===== src/rtl/dserve_queue.sv =====
// dserve_queue: in-order request queue between the CPU data port and the dcache.
// Requests are buffered in a circular FIFO; the head entry is held on ufp_*
// until the dcache responds, and completions return to the CPU in order.
// Optional feature: define DSERVE_BYPASS_EN to let a request reach the dcache
// in the same cycle it is presented when the queue is empty.
module dserve_queue #(
    parameter int DEPTH  = 4,
    parameter int ADDR_W = 32,
    parameter int DATA_W = 32
) (
    input  logic                     clk,
    input  logic                     rst,
    input  logic [ADDR_W-1:0]        cpu_ufp_addr,
    input  logic [DATA_W/8-1:0]      cpu_ufp_rmask,
    input  logic [DATA_W/8-1:0]      cpu_ufp_wmask,
    input  logic [DATA_W-1:0]        cpu_ufp_wdata,
    output logic                     cpu_ready,
    output logic [ADDR_W-1:0]        ufp_addr,
    output logic [DATA_W/8-1:0]      ufp_rmask,
    output logic [DATA_W/8-1:0]      ufp_wmask,
    output logic [DATA_W-1:0]        ufp_wdata,
    input  logic                     ufp_resp,
    input  logic [DATA_W-1:0]        ufp_rdata,
    output logic                     cpu_resp,
    output logic [DATA_W-1:0]        cpu_rdata,
    output logic [$clog2(DEPTH):0]   count
);

    localparam int MW = DATA_W / 8;
    localparam int PW = $clog2(DEPTH);
    localparam int CW = PW + 1;

    logic [ADDR_W-1:0] addr_mem  [DEPTH];
    logic [MW-1:0]     rmask_mem [DEPTH];
    logic [MW-1:0]     wmask_mem [DEPTH];
    logic [DATA_W-1:0] wdata_mem [DEPTH];

    logic [PW-1:0] head;
    logic [PW-1:0] tail;

    logic req_valid;
    logic not_empty;
    logic bypass;
    logic bypass_done;
    logic push;
    logic pop;

    assign req_valid = |(cpu_ufp_rmask | cpu_ufp_wmask);
    assign not_empty = (count != '0);

    // Ready depends only on registered occupancy, so a same-cycle pop never raises it.
    assign cpu_ready = (count < CW'(DEPTH));

`ifdef DSERVE_BYPASS_EN
    // An empty queue forwards the live CPU request straight to the dcache.
    assign bypass = !rst && !not_empty && req_valid;
`else
    assign bypass = 1'b0;
`endif

    // A bypassed request answered in the same cycle never needs a slot.
    assign bypass_done = bypass && ufp_resp;
    assign pop         = ufp_resp && not_empty;
    assign push        = req_valid && cpu_ready && !bypass_done;

    // Write accepted requests at the tail; storage is cleared on reset.
    always_ff @(posedge clk or posedge rst) begin
        if (rst) begin
            for (int i = 0; i < DEPTH; i++) begin
                addr_mem[i]  <= '0;
                rmask_mem[i] <= '0;
                wmask_mem[i] <= '0;
                wdata_mem[i] <= '0;
            end
        end else if (push) begin
            addr_mem[tail]  <= cpu_ufp_addr;
            rmask_mem[tail] <= cpu_ufp_rmask;
            wmask_mem[tail] <= cpu_ufp_wmask;
            wdata_mem[tail] <= cpu_ufp_wdata;
        end
    end

    // Advance head/tail (wrapping modulo DEPTH) and track occupancy.
    always_ff @(posedge clk or posedge rst) begin
        if (rst) begin
            head  <= '0;
            tail  <= '0;
            count <= '0;
        end else begin
            if (push) begin
                tail <= tail + 1'b1;
            end
            if (pop) begin
                head <= head + 1'b1;
            end
            case ({push, pop})
                2'b10:   count <= count + 1'b1;
                2'b01:   count <= count - 1'b1;
                default: count <= count;
            endcase
        end
    end

    // Present the head entry, the bypassed request, or idle zeros to the dcache.
    always_comb begin
        ufp_addr  = '0;
        ufp_rmask = '0;
        ufp_wmask = '0;
        ufp_wdata = '0;
        if (not_empty) begin
            ufp_addr  = addr_mem[head];
            ufp_rmask = rmask_mem[head];
            ufp_wmask = wmask_mem[head];
            ufp_wdata = wdata_mem[head];
        end else if (bypass) begin
            ufp_addr  = cpu_ufp_addr;
            ufp_rmask = cpu_ufp_rmask;
            ufp_wmask = cpu_ufp_wmask;
            ufp_wdata = cpu_ufp_wdata;
        end
    end

    // Return completions only for requests actually outstanding.
    always_comb begin
        cpu_resp  = ufp_resp && (not_empty || bypass);
        cpu_rdata = '0;
        if (cpu_resp) begin
            cpu_rdata = ufp_rdata;
        end
    end

endmodule


===== config.mk =====
export PLATFORM = sky130hd
export DESIGN_NAME = dserve_queue
export DESIGN_NICKNAME = d
export VERILOG_FILES = /design/src/rtl/dserve_queue.sv
export SDC_FILE = /design/constraint.sdc
export NUM_CORES = 1
export LEC_CHECK = 0
export ABC_AREA = 1
export CORE_MARGIN = 2
export CORE_UTILIZATION = 50
export DETAILED_ROUTE_END_ITERATION = 12
export HOLD_SLACK_MARGIN = 0.03
export PLACE_DENSITY_LB_ADDON = 0.08
export SYNTH_ARGS = -nofsm -noshare
export SYNTH_HDL_FRONTEND = slang
export SYNTH_SLANG_ARGS = --single-unit

===== constraint.sdc =====
create_clock -name clk -period 31.6 [get_ports clk]
set_input_delay 7.9 -clock clk [delete_from_list [all_inputs] [get_ports clk]]
set_output_delay 7.9 -clock clk [all_outputs]
set_load 0.005 [all_outputs]

== Yosys cells after proc, flatten, opt, wreduce, memory -nomap -nowiden ==
Cells that the tools add are included.

* Add/subtract/negate cells: 4
* $lt $le $gt $ge: 4
* Equal/unequal tests: 2
* Muxes and demuxes: 26
* Bitwise logic cells: 3
* Reductions and logical operators: 6

{| class="wikitable"
|+ Operators with widths
! kind !! count
|-
| $bwmux W128 || 2
|-
| $mux W32 || 8
|-
| $bmux W32 S2 || 2
|-
| $demux W32 S2 || 1
|-
| $bwmux W16 || 2
|-
| $mux W4 || 7
|-
| $bmux W4 S2 || 2
|-
| $demux W4 S2 || 1
|-
| $ge A3 B3 Y1 const B || 2
|-
| $not A2 Y3 || 2
|-
| $pmux W3 S2 || 1
|-
| $add A2 B1 Y2 const B || 2
|-
| $or A4 B4 Y4 || 1
|-
| $reduce_or A4 Y1 || 1
|-
| $add A3 B1 Y3 const B || 1
|-
| $logic_and A1 B1 Y1 || 3
|-
| $lt A3 B1 Y1 const B || 1
|-
| $lt A3 B3 Y1 const B || 1
|-
| $reduce_bool A3 Y1 || 1
|-
| $sub A3 B1 Y3 const B || 1
|-
| $eq A2 B1 Y1 const B || 1
|-
| $eq A2 B2 Y1 const B || 1
|-
| $reduce_bool A2 Y1 || 1
|}

* Register bits after elaboration: 295
* Bits of input ports: 107
* Output and inout port bits: 109

== Logic depth before layout (Yosys ltp) ==
* Depth in word-level cells: 6
* Depth in mapped cells: 12

== Worst setup path after synthesis ==
OpenSTA, ideal clock, no wires.

* Kind: input to output
* Start: input ufp_resp
* End: output cpu_rdata[10]
* Data arrival time: 8.292 ns
* Required time: 23.700 ns
* Slack: 15.408 ns
* Cell stages on the path: 3
* Buffers on the path: 1
* Cell sequence: nand2_1 > buf_2 > nor2_1

* Word-level cells in the longest chain between the ends: 2

{| class="wikitable"
|+ RTL lines
! item !! line !! source
|-
| from (decl) || 22 || <nowiki>input logic ufp_resp,</nowiki>
|-
| $logic_and A1 B1 Y1 || 125 || <nowiki>cpu_resp = ufp_resp && (not_empty || bypass);</nowiki>
|-
| $mux W32 || 127 || <nowiki>if (cpu_resp) begin</nowiki>
|-
| to (decl) || 25 || <nowiki>output logic [DATA_W-1:0] cpu_rdata,</nowiki>
|}

Every way passes these cells.

== Worst setup path after layout ==
* Start: input ufp_resp
* End: output cpu_rdata[16]

The elaborated chain is that of the path after synthesis.

==> out/results.txt <==
Status - finished clean
Max Cap Viol - 0
WP buf/inv - 2
Via/cell ratio - 5.78
Placed Instances - 2411
Slowest stage delay, CP - 0.56 ns
Avg Synthesized Cell Area - 7.83 µm²
DRC viols - 0
Starting Density - 50.5%
CP max FO - 34
Crit-path slowest cell - nand2_1
1st-iter DRT viols - 1291
Dominant cell type by area after synthesis - dfrtp_1
Worst-path clk slew - 0.06 ns
Syn Nets - 2075
Post-DP HPWL - 22.6 mm
Setup CP Type - input pin to output pin
Largest net degree at the start of global routing - 144
Max VDD drop - 102 µV
Num CTS Buffers - 31
EDFF count, synth - 0
Element type at the critical path end - output pin
Cell mode on critical path - clkdlybuf4s50_1
LEAKAGE - 8.79 nW
Crit path max-delay family - buffers and inverters
Initial antenna violation count - 0
Finished Layout Cells - 2467
Final hold vios - 0
Port buffer count - 215
Antenna diode count - 0
Setup_tns - 0 ns
Worst-skew pair later-pin latency - 0.56 ns
Chip width - 179 µm
Vias in the first global route - 13700
Routed wire per std cell - 18.9 µm
Total wire length - 46.5 mm
First-pass GRT wire length - 74.1 mm
Post-route ant nets - 0
Synth cell count leaders - 587 x nand2_1, 323 x nor2_1, 295 x dfrtp_1
Period minus WS final - 17.65 ns
TritonCTS clock tree - done
Cell area after synthesis - 15400 µm²
Fin. max-slew vios - 0
Total gr overflow - 0
Layout Nets - 2161
Ys Warns - 0
Ranking of synthesized cells by area - dfrtp_1 48%, nand2_1 14%, nand4_1 12%
Gr usage total - 28.8%
Total number of vias - 14300
Die footprint - 32200 µm²
Worst-path cell chain - clkdlybuf4s50_1 > nand2_1 > nor2_1 > clkdlybuf4s50_1
CP Launch Type - input pin
WP data required - 23.70 ns
H-tree depth - 1
Final period util - 55.8%
1st-pass router iterations - 5
Predominant post-synthesis flop cell - dfrtp_1
Power density cells - 114 nW/µm²
Most frequent cell after synthesis - nand2_1
Root Buffer - clkbuf_16
Die H - 179 µm
CTS Hold Bufs - 0
CP arrival - 9.75 ns
Post-synth ARST share - 100%
Clk sinks - 295
Worst min path class - flop to flop
Final setup viols - 0
Top cell type's share of synthesized area - 48.0%
Syn Inst Count - 1962
Rows - 64
Relative slew slack - 20.7%
Sequential area share after synthesis - 48.0%
Register bit total from synthesis - 295
RSZ-0062 raised after global routing - false
Fmax - 56.7 MHz
Slew @ Worst Pin - 1.19 ns
Final Skew - 0.00714 ns
Area delta synth->final - 17.3%
CORE AREA - 30400 µm²
Clock buffer depth - 3
Setup Buffers After CTS - 0
Yosys cell types - 25
Share of layout cells above drive strength 1 - 4.30%
GPL Wtd Cong - 0.751
# IOs - 216
Post-CTS Resized - 0
## logic make-up after synthesis
kind of cell	after synthesis	synth area share, %
XOR/XNOR	3	0.171
flip-flops	295	48.0
adder cells (fa/ha/maj)	6	0.537
buffers and inverters	231	9.46
AO/OA/AOI/OAI	219	7.13
AND/OR/NAND/NOR	1208	34.7
## through the flow
stage / area, µm² / power (mW) / setup slack [ns] / util, % / hold slack [ns]
after floorplan: 15400 / 1.26 / 15.41 / - / 0.437
after global placement: 16900 / 1.64 / 14.00 / 55.6 / 0.447
after detailed placement: 16900 / 1.66 / 13.89 / 55.6 / 0.453
after CTS: 18000 / 2.06 / 13.91 / 59.2 / 0.468
after global routing: 18000 / 2.21 / 13.70 / 59.2 / 0.482
final: 18000 / 2.06 / 13.95 / 59.2 / 0.465
## where the power goes
group	internal, mW	switching (mW)	total [mW]
Combinational	0.392	0.611	1.00
Clock	0.239	0.152	0.392
Sequential	0.556	0.105	0.660
## placed cells by master (no fill, tap or decap), drive strengths merged
cell type	netlist	layout
nor2	325	325
o21ai	146	146
clkdlybuf4s50	0	215
nand4	288	288
a21oi	73	73
clkinv	1	4
buf	154	18
nand2	588	588
clkbuf	26	49
fa	1	1
nand3	7	7
bufinv	0	4
dfrtp	295	295
ha	5	5
xor2	2	2
inv	50	50
xnor2	1	1
## flip-flops by register name (all words and copies together) (netlist names)
name and count:
addr_mem 128, count 3, head 2, wdata_mem 128, rmask_mem 16, tail 2
wmask_mem 16
## final cells by class
| class | count | area, µm² |
|---|---|---|
| clock inverter | 7 | 135 |
| inverter | 51 | 208 |
| tap | 396 | 495 |
| fill | 2829 | 12400 |
| clock buffer | 49 | 963 |
| timing repair buffer | 233 | 2290 |
| sequential | 295 | 7390 |
| multi-input combinational | 1436 | 6550 |
## metal layers
metal	GRT usage (%)	vias to the layer above	routed length [µm]
met5	0	-	0
li1	-	6694	-
met4	6.59	0	815
met3	4.52	64	3470
met2	46.9	539	22000
met1	40.6	6955	20200
## final timing paths
check                             startpoint             end  slack (ns)  depth (start not counted)
worst max-delay path                ufp_resp   cpu_rdata[16]       13.95                          4
worst min-delay path            addr_mem[21]    addr_mem[21]        0.47                          2
worst max register to register      count[2]  wdata_mem[109]       27.97                          5
worst min register to register  addr_mem[21]    addr_mem[21]        0.47                          2
max in group asynchronous                rst         head[0]       22.25                          3
min in group asynchronous                rst   wdata_mem[85]        7.82                          2
## tightest hold or removal path, cell delays in order (launching register included)
cell     delay [ns]
dfrtp_1        0.34
nand2_1        0.05
nand2_1        0.05
No activity file was read; power rests on OpenSTA's default activity.
